===== src/rtl/mem_ctrl_if.sv =====
// mem_ctrl_if: ME-stage word request bus plus the external byte-wide memory bus
interface mem_ctrl_if;
    logic        ram_r_enable_i;
    logic        ram_w_enable_i;
    logic [3:0]  ram_w_mask_i;
    logic [31:0] ram_w_data_i;
    logic [31:0] ram_addr_i;
    logic [31:0] ram_r_data_o;
    logic        ram_busy_o;
    logic        ram_done_o;
    logic [31:0] mem_addr_o;
    logic [7:0]  mem_wdata_o;
    logic        mem_we_o;
    logic        mem_re_o;
    logic [7:0]  mem_rdata_i;
    modport slave (
        input  ram_r_enable_i, ram_w_enable_i, ram_w_mask_i, ram_w_data_i, ram_addr_i, mem_rdata_i,
        output ram_r_data_o, ram_busy_o, ram_done_o, mem_addr_o, mem_wdata_o, mem_we_o, mem_re_o
    );
    modport master (
        output ram_r_enable_i, ram_w_enable_i, ram_w_mask_i, ram_w_data_i, ram_addr_i, mem_rdata_i,
        input  ram_r_data_o, ram_busy_o, ram_done_o, mem_addr_o, mem_wdata_o, mem_we_o, mem_re_o
    );
endinterface


===== src/rtl/mem_ctrl.sv =====
// mem_ctrl: splits 32-bit ME-stage loads/stores into byte transfers on an external memory
module mem_ctrl #(
    parameter int BYTE_LAT = 1
) (
    input  logic      clk,
    input  logic      rst_n,
    mem_ctrl_if.slave bus
);
    typedef enum logic [2:0] {IDLE, RD, RD_TAIL, WR, DONE} state_t;
    state_t      state_q, state_d;
    logic [1:0]  idx_q, idx_d;
    logic [31:0] base_q, base_d, wdat_q, wdat_d, rdat_q, rdat_d, addr_q, addr_d;
    logic [3:0]  mask_q, mask_d, above;
    logic [7:0]  wb_q, wb_d;
    logic        re_q, re_d, we_q, we_d, busy_q, busy_d, done_q, done_d, req;

    if (BYTE_LAT != 1) begin : g_lat
        $error("mem_ctrl supports BYTE_LAT=1 only");
    end

    function automatic logic [1:0] lowest(input logic [3:0] m);
        return m[0] ? 2'd0 : m[1] ? 2'd1 : m[2] ? 2'd2 : 2'd3;
    endfunction

    always_comb begin
        state_d = state_q;
        idx_d   = idx_q;
        base_d  = base_q;
        mask_d  = mask_q;
        wdat_d  = wdat_q;
        rdat_d  = rdat_q;
        above   = mask_q & (4'b1110 << idx_q);
        req     = bus.ram_r_enable_i || (bus.ram_w_enable_i && |bus.ram_w_mask_i);
        case (state_q)
            RD: begin
                // read data lags the strobe by one cycle, so lane idx-1 lands now
                if (idx_q != 2'd0) rdat_d[{idx_q - 2'd1, 3'b000} +: 8] = bus.mem_rdata_i;
                idx_d   = idx_q + 2'd1;
                state_d = idx_q == 2'd3 ? RD_TAIL : RD;
            end
            RD_TAIL: begin
                rdat_d[31:24] = bus.mem_rdata_i;
                state_d       = DONE;
            end
            WR: begin
                idx_d   = |above ? lowest(above) : idx_q;
                state_d = |above ? WR : DONE;
            end
            default: begin
                idx_d   = 2'd0;
                state_d = IDLE;
                if (req) begin
                    base_d  = bus.ram_addr_i & ~32'd3;
                    mask_d  = bus.ram_w_mask_i;
                    wdat_d  = bus.ram_w_data_i;
                    idx_d   = bus.ram_r_enable_i ? 2'd0 : lowest(bus.ram_w_mask_i);
                    state_d = bus.ram_r_enable_i ? RD : WR;
                end
            end
        endcase
        re_d   = state_d == RD;
        we_d   = state_d == WR;
        addr_d = (re_d || we_d) ? base_d + {30'd0, idx_d} : 32'd0;
        wb_d   = we_d ? wdat_d[{idx_d, 3'b000} +: 8] : 8'd0;
        busy_d = state_d inside {RD, RD_TAIL, WR};
        done_d = state_d == DONE;
    end

    always_ff @(posedge clk or negedge rst_n) begin
        if (!rst_n) begin
            state_q <= IDLE;
            idx_q   <= 2'd0;
            base_q  <= 32'd0;
            mask_q  <= 4'd0;
            wdat_q  <= 32'd0;
            rdat_q  <= 32'd0;
            addr_q  <= 32'd0;
            wb_q    <= 8'd0;
            re_q    <= 1'b0;
            we_q    <= 1'b0;
            busy_q  <= 1'b0;
            done_q  <= 1'b0;
        end else begin
            state_q <= state_d;
            idx_q   <= idx_d;
            base_q  <= base_d;
            mask_q  <= mask_d;
            wdat_q  <= wdat_d;
            rdat_q  <= rdat_d;
            addr_q  <= addr_d;
            wb_q    <= wb_d;
            re_q    <= re_d;
            we_q    <= we_d;
            busy_q  <= busy_d;
            done_q  <= done_d;
        end
    end

    assign bus.ram_r_data_o = rdat_q;
    assign bus.ram_busy_o   = busy_q;
    assign bus.ram_done_o   = done_q;
    assign bus.mem_addr_o   = addr_q;
    assign bus.mem_wdata_o  = wb_q;
    assign bus.mem_we_o     = we_q;
    assign bus.mem_re_o     = re_q;
endmodule


===== src/flat_wrapper.sv =====
// flat-port wrapper written by rule: the top's interface ports become plain ports
module mem_ctrl_flat 
#(
    parameter int BYTE_LAT = 1
)
  (clk, rst_n, bus_ram_r_enable_i, bus_ram_w_enable_i, bus_ram_w_mask_i, bus_ram_w_data_i, bus_ram_addr_i, bus_mem_rdata_i, bus_ram_r_data_o, bus_ram_busy_o, bus_ram_done_o, bus_mem_addr_o, bus_mem_wdata_o, bus_mem_we_o, bus_mem_re_o);
  mem_ctrl_if bus_i ();
  input  logic clk;
  input  logic rst_n;
  input wire logic [$bits(bus_i.ram_r_enable_i)-1:0] bus_ram_r_enable_i;
  input wire logic [$bits(bus_i.ram_w_enable_i)-1:0] bus_ram_w_enable_i;
  input wire logic [$bits(bus_i.ram_w_mask_i)-1:0] bus_ram_w_mask_i;
  input wire logic [$bits(bus_i.ram_w_data_i)-1:0] bus_ram_w_data_i;
  input wire logic [$bits(bus_i.ram_addr_i)-1:0] bus_ram_addr_i;
  input wire logic [$bits(bus_i.mem_rdata_i)-1:0] bus_mem_rdata_i;
  output wire logic [$bits(bus_i.ram_r_data_o)-1:0] bus_ram_r_data_o;
  output wire logic [$bits(bus_i.ram_busy_o)-1:0] bus_ram_busy_o;
  output wire logic [$bits(bus_i.ram_done_o)-1:0] bus_ram_done_o;
  output wire logic [$bits(bus_i.mem_addr_o)-1:0] bus_mem_addr_o;
  output wire logic [$bits(bus_i.mem_wdata_o)-1:0] bus_mem_wdata_o;
  output wire logic [$bits(bus_i.mem_we_o)-1:0] bus_mem_we_o;
  output wire logic [$bits(bus_i.mem_re_o)-1:0] bus_mem_re_o;
  assign bus_i.ram_r_enable_i = bus_ram_r_enable_i;
  assign bus_i.ram_w_enable_i = bus_ram_w_enable_i;
  assign bus_i.ram_w_mask_i = bus_ram_w_mask_i;
  assign bus_i.ram_w_data_i = bus_ram_w_data_i;
  assign bus_i.ram_addr_i = bus_ram_addr_i;
  assign bus_i.mem_rdata_i = bus_mem_rdata_i;
  assign bus_ram_r_data_o = bus_i.ram_r_data_o;
  assign bus_ram_busy_o = bus_i.ram_busy_o;
  assign bus_ram_done_o = bus_i.ram_done_o;
  assign bus_mem_addr_o = bus_i.mem_addr_o;
  assign bus_mem_wdata_o = bus_i.mem_wdata_o;
  assign bus_mem_we_o = bus_i.mem_we_o;
  assign bus_mem_re_o = bus_i.mem_re_o;
  mem_ctrl #(.BYTE_LAT(BYTE_LAT)) u_core (.clk(clk), .rst_n(rst_n), .bus(bus_i));
endmodule

===== config.mk =====
export PLATFORM = sky130hd
export DESIGN_NAME = mem_ctrl_flat
export DESIGN_NICKNAME = d
export VERILOG_FILES = /design/src/rtl/mem_ctrl_if.sv /design/src/rtl/mem_ctrl.sv /design/src/flat_wrapper.sv
export SDC_FILE = /design/constraint.sdc
export NUM_CORES = 1
export LEC_CHECK = 0
export BUFFER_PORTS_ARGS = -buffer_cell sky130_fd_sc_hd__buf_2
export CORE_UTILIZATION = 51
export CTS_BUF_LIST = sky130_fd_sc_hd__clkbuf_2 sky130_fd_sc_hd__clkbuf_4 sky130_fd_sc_hd__clkbuf_8
export DETAILED_ROUTE_END_ITERATION = 10
export PLACE_DENSITY = 0.78
export SYNTH_ARGS = -nofsm -noshare
export SYNTH_HDL_FRONTEND = slang
export SYNTH_SLANG_ARGS = --single-unit

===== constraint.sdc =====
create_clock -name clk -period 3.7 [get_ports clk]
set_clock_uncertainty 0.2 [all_clocks]
set_input_delay 0.37 -clock clk [delete_from_list [all_inputs] [get_ports clk]]
set_output_delay 0.37 -clock clk [all_outputs]
set_load 0.02 [all_outputs]

## Word level (Yosys, flattened, before mapping)

Index checks and enable logic that the tools add are counted.

| storage, ports and cells | value |
|---|---|
| register bits after elaboration | 149 |
| output and inout port bits | 76 |
| word-level logic and storage cells | 68 |

| operators by class | value |
|---|---|
| $add $sub $neg | 4 |
| equality and inequality tests | 9 |
| shift operators | 4 |
| muxes and demuxes | 24 |
| bitwise gates (word level) | 2 |
| reduce and logical (&&, ||, !) cells | 12 |

Operators with widths:

| operator | count |
|---|---|
| 32-bit 2-to-1 mux | 6 |
| 32-bit by 2-bit adder with 32-bit output | 1 |
| 32-bit bitwise mux | 1 |
| 8-bit by 7-bit variable shift with 32-bit output, first input constant | 1 |
| 32-bit by 6-bit variable part select with 8-bit output | 1 |
| 8-bit by 7-bit variable part select with 32-bit output | 1 |
| 2-bit 2-to-1 mux | 9 |
| 8-bit one-hot mux with 2 select lines | 1 |
| 3-bit by 2-bit == test with 1-bit output, second input constant | 4 |
| 3-bit one-hot mux with 3 select lines | 1 |
| 8-bit 2-to-1 mux | 1 |
| 4-bit OR reduction | 2 |
| 5-bit negation with 7-bit output | 1 |
| 3-bit by 1-bit == test with 1-bit output, second input constant | 2 |
| 3-bit 2-to-1 mux | 2 |
| 2-bit one-hot mux with 3 select lines | 1 |
| 2-bit AND reduction | 3 |
| 4-bit bitwise AND | 1 |
| 2-bit nonzero test | 2 |
| 4-bit by 2-bit << shifter with 4-bit output, first input constant | 1 |
| 3-bit == test, second input constant | 1 |
| 3-bit nonzero test | 1 |
| 3-bit OR reduction | 1 |
| 2-bit by 1-bit adder with 2-bit output, second input constant | 1 |
| other kinds (7) | 9 |

## Logic depth before layout (Yosys ltp)

Gate-level depths: netlist of run 1.

| depth | value |
|---|---|
| word-level depth | 9 |
| gate-level depth with buffers | 16 |
| mapped depth without buffers | 13 |

## Worst setup path after synthesis of run 1

Ideal clock, no wire load.

| timing path | value |
|---|---|
| path kind | register -> register |
| start | reg u_core.idx_q[0] |
| end | reg u_core.addr_q[20], in the netlist u_core.bus.mem_addr_o[20] |
| setup time | 0.111 ns |
| data arrival time | 3.451 ns |
| data required time | 3.389 ns |
| slack | -0.062 ns |
| cell stages (with the launch flop) | 15 |
| path buffers | 2 |
| clock period less this slack | 3.762 ns |
| cell sequence | dfrtp_1 inv_1 ha_1 a22oi_1 nor2_1 a211oi_2 buf_6 inv_1 fa_1 buf_4 nand4_1 mux2i_2 o21a_2 and4bb_4 a2111oi_2 |

RTL lines:

| item | RTL line | text |
|---|---|---|
| start, declared | mem_ctrl.sv:11 | `logic [1:0] idx_q, idx_d;` |
| start signal, assigned | mem_ctrl.sv:85 | `idx_q <= idx_d;` |
| 4-bit by 2-bit << shifter with 4-bit output | mem_ctrl.sv:32 | `above = mask_q & (4'b1110 << idx_q);` |
| 4-bit bitwise AND | mem_ctrl.sv:32 |  |
| 2-bit 2-to-1 mux (2 in a row) | mem_ctrl.sv:22 | `return m[0] ? 2'd0 : m[1] ? 2'd1 : m[2] ? 2'd2 : 2'd3;` |
| 2-bit 2-to-1 mux | mem_ctrl.sv:46 | `idx_d = \|above ? lowest(above) : idx_q;` |
| 2-bit one-hot mux with 3 select lines * | mem_ctrl.sv:34 | `case (state_q)` |
| via u_core.idx_d[1] | mem_ctrl.sv:11 |  |
| 32-bit by 2-bit adder with 32-bit output * | mem_ctrl.sv:63 | `addr_d = (re_d \|\| we_d) ? base_d + {30'd0, idx_d} : 32'd0;` |
| 32-bit 2-to-1 mux * | mem_ctrl.sv:63 |  |
| via u_core.addr_d[20] | mem_ctrl.sv:12 | `logic [31:0] base_q, base_d, wdat_q, wdat_d, rdat_q, rdat_d, addr_q, addr_d;` |
| end signal, assigned | mem_ctrl.sv:90 | `addr_q <= addr_d;` |
| end, declared | mem_ctrl.sv:12 |  |

Mark *: on every way through the listed nets, which the timed path passes. The rest lies on a longest branch.
A chain may end at the register's enable or synchronous reset.

## Worst setup path after layout of run 1

| timing path | value |
|---|---|
| start | in bus_ram_w_mask_i[1] |
| end | reg u_core.addr_q[18], in the netlist u_core.bus.mem_addr_o[18] |

RTL lines:

| item | RTL line | text |
|---|---|---|
| start, declared | flat_wrapper.sv:12 | `input wire logic [$bits(bus_i.ram_w_mask_i)-1:0] bus_ram_w_mask_i;` |
| 4-bit OR reduction | mem_ctrl.sv:33 | `req = bus.ram_r_enable_i \|\| (bus.ram_w_enable_i && \|bus.ram_w_mask_i);` |
| 1-bit logical AND | mem_ctrl.sv:33 |  |
| 1-bit logical OR | mem_ctrl.sv:33 |  |
| 32-bit 2-to-1 mux | mem_ctrl.sv:52 | `if (req) begin` |
| 32-bit 2-to-1 mux | mem_ctrl.sv:34 |  |
| via u_core.base_d[0] | mem_ctrl.sv:12 |  |
| 32-bit by 2-bit adder with 32-bit output | mem_ctrl.sv:63 |  |
| 32-bit 2-to-1 mux | mem_ctrl.sv:63 |  |
| via u_core.addr_d[18] | mem_ctrl.sv:12 |  |

The timed path passes the listed nets, and every way through them passes these cells.

==> results.ini, run 1 <==
[run_status]
outcome=completed

[synth]
synth_flop_cell=dfrtp_1
synth-simple-area-share=0.2549
synthArstFlopShare=1.000
synthXorXnorAreaFrac=0.02185
ys_types=73
synth_mux_area_frac=0.05549
syn_avg_cell_area_um2=9.469
netlist_instances=762
synth_edf_count=0
yosys_warnings=0
synth.area.top_cells=dfrtp_1 51%, nand2_1 13%, mux4_2 2.5%
yosysTopAreaCell=dfrtp_1
ys_seq_area_frac=0.5133
synthAdderAreaFrac=0.01838
syn-num-nets=852
synth_top_family_by_area=simple AND/OR/NAND/NOR gates
synth_compound_area_frac=0.1002
ys_ff_latch=148
synth_top_area_share=0.5133
syn_area_mm2=0.007216

[placed_design]
dpl.cell_count=1079
place_ws_ns=0.02644
place.gp.congestion=0.9179
dpl_cell_area_mm2=0.008122
numPortBuffers=153
hpwlAfterDp_um=12450

[floorplan]
core-area_mm2=0.01383
die_height_um=120.9
initial_core_util=0.5219
ios=156
die_w_um=120.9
num_rows=43
die_area_mm2=0.01463

[worst_setup_path]
slowest_stage=dlygate4sd3_1
path_cells=dlygate4sd3_1 -> buf_2 -> o41a_1 -> o21ai_4 -> and2_1 -> ha_1 -> fa_2 -> nand3_1 -> nor3_1 -> or3b_1 -> a21oi_4 -> a21oi_1 -> a31o_2
critical_path.max_fanout=5
cp.arrival_ns=3.73
start_kind=input port
cp_slowest_stage_delay_ns=0.57
crit_start=bus_ram_w_mask_i[1]
cp-end-kind=flip-flop
cp_data_required_time_ns=3.85
critPathKind=in2reg
reg2reg_from=u_core.idx_q[0]

[sta]
fin_ws_ns=0.1259
rsz0062_at_grt=false
worstMarginPinSlew_ns=0.8702
setup_viol=0
finalCritPeriodShare=0.9660
drv_slew=0
fin_crit_ns=3.574
holdWs_ns=0.02838
maxSlewHeadroom=0.4199
fin_tns_setup_ns=0
finalHoldViolCount=0
timing.fmax_mhz=279.8

[finish]
final_common_cell=nand2_1
syn_to_final_growth_pct=28.70
multi_input_area_mm2=0.003304
final_cell_mix=251 x nand2_1, 152 x buf_2, 147 x dfrtp_1
design_area_mm2=0.009286
n_fill_cell=1083
fin_nets=1074
layoutNonFillerInstCount=1177
fin_util=0.6716
drive_above_1_share=0.2390
ff_latch_area_mm2=0.003705

[clocking]
cts.sinks=148
path_clk_slew_ns=0.08
numCtsBuffers=17
cts_root_buffer=clkbuf_8
cts_tree=yes
htreeDepth=4
ctsLongestPathBuffers=2
clock_latency_ns=0.46

[min_path]
worstHoldPathType=in2reg
min_from=bus_ram_addr_i[11]

[route]
dr.pass1.iters=5
totalWireLength_um=19020
viasPerCell=5.506
routedWlPerCell_um=16.16
vias=6480
drc_errors=0
postRouteAntennaNets=0
drtIter0Drc=486

[global_route]
grt_first_pass_wirelength_um=30700
grt_use_total=0.2727
grt_pass1_vias=6299
grt_max_degree=96
antenna_found_initial=1
grt_overflow_total=0

[power]
power_mw=7.981
vdd_drop_max_mv=0.4846
p_leak_nw=4.580
p_per_area_mw_per_mm2=859.4

[run]
drv_cap=0

## synthesized netlist by cell type, drive strengths merged, types with 5 or more instances
library cell	instances
a21oi	17
a22o	8
and2	7
and3	10
and4	5
buf	22
clkbuf	8
dfrtp	148
ha	9
inv	13
mux2i	19
mux4	8
nand2	251
nand2b	5
nand3	28
nand4	17
nor2	45
nor3	15
nor4	10
o21ai	36
o2bb2ai	8
xnor2	15
## registers in the layout, summed over array words and instances (netlist names)
name	flops
u_core.base_q	32
u_core.bus.mem_addr_o	32
u_core.bus.mem_re_o	1
u_core.bus.mem_wdata_o	8
u_core.bus.mem_we_o	1
u_core.bus.ram_busy_o	1
u_core.bus.ram_done_o	1
u_core.bus.ram_r_data_o	32
u_core.idx_q	2
u_core.mask_q	3
u_core.state_q	3
u_core.wdat_q	32
## repair_timing
item / CTS / global route
gates resized for setup: 0 / 8
setup endpoints to repair: 0 / 9
endpoints found under the hold margin: 168 / 0
buffers inserted: 0 / 1
hold buffers: 65 / 0
## final timing paths
check / slack, ns / to / cells after the start
min in group asynchronous: 0.35 / u_core.wdat_q[31] / 2
worst max-delay path: 0.13 / u_core.bus.mem_addr_o[18] / 13
worst min-delay path: 0.03 / u_core.base_q[11] / 3
worst min register to register: 0.28 / u_core.wdat_q[15] / 2
max in group asynchronous: 2.10 / u_core.wdat_q[10] / 3
worst max register to register: 0.24 / u_core.bus.mem_addr_o[20] / 13
## layout make-up
type                            count  area share
Sequential cell                   148      0.3989
Multi-Input combinational cell    571      0.3558
Inverter                           13    0.005255
Antenna cell                        1   0.0002695
Timing Repair Buffer              233      0.1653
Clock buffer                       22     0.03126
Clock inverter                      9     0.01886
Tap cell                          180     0.02425
## where the power goes
part           switching [mW]  total [mW]  internal, mW
Combinational            2.36        3.76          1.39
Clock                   0.610        1.48         0.866
Sequential              0.406        2.75          2.34
## cell families (layout without fill, tap and decap cells)
kind of cell	count (synthesis)	in the layout
AO/OA/AOI/OAI	103	103
XOR/XNOR	18	18
adder cells (fa/ha/maj)	10	10
buffers and inverters	43	277
flip-flops	148	148
multiplexers	29	29
other	0	1
AND/OR/NAND/NOR	411	411
## worst max-delay path, delay by kind of cell
family / cells / cell delay (ns)
AO/OA/AOI/OAI: 5 / 1.27
AND/OR/NAND/NOR: 4 / 0.86
buffers and inverters: 2 / 0.74
adder cells (fa/ha/maj): 2 / 0.48
## metal layers
| metal | vias up | share of wire | global-route usage |
|---|---|---|---|
| li1 | 3059 | - | - |
| met1 | 3063 | 0.42 | 0.3452 |
| met2 | 303 | 0.48 | 0.4436 |
| met3 | 55 | 0.065 | 0.06297 |
| met4 | 0 | 0.031 | 0.1265 |
| met5 | - | 0 | 0 |
Note: power is estimated with default switching activity, not from simulation.
==> inputs of run 2 (changes only) <==
--- a/config.mk
+++ b/config.mk
@@ -7,7 +7,7 @@
 export LEC_CHECK = 0
 export BUFFER_PORTS_ARGS = -buffer_cell sky130_fd_sc_hd__buf_2
 export CORE_UTILIZATION = 51
-export CTS_BUF_LIST = sky130_fd_sc_hd__clkbuf_2 sky130_fd_sc_hd__clkbuf_4 sky130_fd_sc_hd__clkbuf_8
+export CTS_BUF_LIST = sky130_fd_sc_hd__clkbuf_8
 export DETAILED_ROUTE_END_ITERATION = 10
 export PLACE_DENSITY = 0.78
 export SYNTH_ARGS = -nofsm -noshare
==> results.ini, run 2 (same netlist as run 1, synthesis figures left out) <==
[clocking]
cts.sinks=148  ; unchanged
clock_latency_ns=0.46  ; about the same
htreeDepth=4  ; unchanged
cts_tree=yes
path_clk_slew_ns=0.08  ; about the same
ctsLongestPathBuffers=2  ; unchanged
cts_root_buffer=clkbuf_8
numCtsBuffers=17  ; unchanged

[finish]
drive_above_1_share=0.2369  ; -0.002008
final_common_cell=nand2_1
layoutNonFillerInstCount=1177  ; unchanged
design_area_mm2=0.009279  ; about the same
n_fill_cell=1083  ; unchanged
fin_nets=1074  ; unchanged
syn_to_final_growth_pct=28.59  ; about the same
final_cell_mix=251 x nand2_1, 152 x buf_2, 147 x dfrtp_1

[sta]
worstMarginPinSlew_ns=0.8689  ; -0.001294 ns
finalCritPeriodShare=0.9642  ; -0.001804
timing.fmax_mhz=280.3  ; +0.19%
fin_crit_ns=3.567  ; -0.006674 ns
drv_slew=0  ; unchanged
finalHoldViolCount=0  ; unchanged
fin_ws_ns=0.1326  ; +0.006674 ns
rsz0062_at_grt=false
fin_tns_setup_ns=0  ; unchanged
maxSlewHeadroom=0.4207  ; +0.0008630
setup_viol=0  ; unchanged

[worst_setup_path]
reg2reg_from=u_core.idx_q[1]
crit_start=bus_ram_w_mask_i[1]
reg2reg_depth=13  ; unchanged
critical_path.max_fanout=5  ; unchanged
reg2reg_slack_ns=0.25  ; about the same
cp.arrival_ns=3.72  ; about the same
start_kind=input port
cp_data_required_time_ns=3.85  ; about the same
cp-end-kind=flip-flop
critPathKind=in2reg
rr_endpoint=u_core.bus.mem_addr_o[31]

[floorplan]
die_w_um=120.9  ; unchanged
num_rows=43  ; unchanged
die_height_um=120.9  ; unchanged
initial_core_util=0.5219  ; unchanged
die_area_mm2=0.01463  ; unchanged
ios=156  ; unchanged
core-area_mm2=0.01383  ; unchanged

[min_path]
worstHoldPathType=in2reg
min_to=u_core.base_q[11]
whs_path_depth=3  ; unchanged
min_from=bus_ram_addr_i[11]

[route]
vias=6486  ; +0.093%
drtIter0Drc=517  ; +6.4%
viasPerCell=5.511  ; about the same
postRouteAntennaNets=0  ; unchanged
routedWlPerCell_um=16.16  ; about the same
totalWireLength_um=19020  ; about the same
drc_errors=0  ; unchanged
dr.pass1.iters=5  ; unchanged

[global_route]
grt_overflow_total=0  ; unchanged
grt_max_degree=96  ; unchanged
antenna_found_initial=1  ; unchanged
grt_use_total=0.2728  ; about the same
grt_first_pass_wirelength_um=30710  ; about the same
grt_pass1_vias=6293  ; -0.095%

[placed_design]
numPortBuffers=153  ; unchanged
dpl.cell_count=1079  ; unchanged
hpwlAfterDp_um=12450  ; unchanged
place_ws_ns=0.02644  ; unchanged
place.gp.congestion=0.9179  ; unchanged
dpl_cell_area_mm2=0.008122  ; unchanged

[power]
vdd_drop_max_mv=0.4828  ; -0.36%
p_per_area_mw_per_mm2=857.2  ; -0.25%
p_leak_nw=4.581  ; about the same

[run_status]
outcome=completed

[run]
drv_cap=0  ; unchanged

run 2: timing repair:
item | CTS | global route
resized for setup | 0 | 8
endpoints found under the hold margin | 168 | 0
hold buffers | 65 | 0
setup endpoints to repair | 0 | 9
setup buffers | 0 | 1
run 2: worst max path at each step:
stage | end | slack, ns | depth (start not counted)
final | u_core.bus.mem_addr_o[18] | 0.13 | 13
after global routing | u_core.bus.mem_addr_o[18] | 0.01 | 13
after CTS | u_core.bus.mem_addr_o[18] | 0.006 | 13
after detailed placement | u_core.bus.mem_addr_o[18] | 0.03 | 13
after global placement | u_core.bus.mem_addr_o[18] | 0.14 | 13
after floorplan | u_core.bus.mem_addr_o[20] | 0.03 | 14
run 2: metrics by stage:
| stage | utilization | power, mW | hold slack (ns) |
|---|---|---|---|
| 3_3_place_gp | 0.5874 | 6.315 | 0.2519 |
| 2_1_floorplan | - | 5.474 | -0.1256 |
| 6_report | 0.6711 | 7.954 | 0.02633 |
| 4_1_cts | 0.6675 | 7.939 | 0.003065 |
| 5_1_grt | 0.6711 | 8.520 | 0.002334 |
| 3_5_place_dp | 0.5874 | 6.413 | 0.2591 |
run 2: critical path, stage by stage:
cell and delay, ns:
dlygate4sd3_1 0.56, buf_2 0.17, o41a_1 0.50, o21ai_4 0.18
and2_1 0.16, ha_1 0.22, fa_2 0.26, nand3_1 0.08
nor3_1 0.19, or3b_1 0.43, a21oi_4 0.25, a21oi_1 0.12
a31o_2 0.22
run 2: power breakdown:
part / internal (mW) / switching (mW) / total [mW] / leakage, nW
combinational: 1.39 / 2.36 / 3.75 / 2.46
sequential: 2.34 / 0.404 / 2.75 / 1.88
clock: 0.846 / 0.609 / 1.45 / 0.233
total: 4.58 / 3.37 / 7.95 / 4.58
run 2: area by class of cell:
type                            count  area [µm²]  share of cell area
Antenna cell                        1       2.502           0.0002697
Clock buffer                       20       275.3             0.02967
Clock inverter                     11       182.7             0.01969
Inverter                           13       48.80            0.005259
Multi-Input combinational cell    571        3304              0.3561
Sequential cell                   148        3705              0.3993
Tap cell                          180       225.2             0.02427
Timing Repair Buffer              233        1535              0.1655
run 2: per-layer routing:
| layer | vias to the layer above | GRT usage | routed length (µm) |
|---|---|---|---|
| li1 | 3061 | - | - |
| met1 | 3084 | 0.3459 | 7985 |
| met2 | 282 | 0.4432 | 9220 |
| met3 | 59 | 0.06297 | 1179 |
| met4 | 0 | 0.1265 | 628 |
| met5 | - | 0 | 0 |
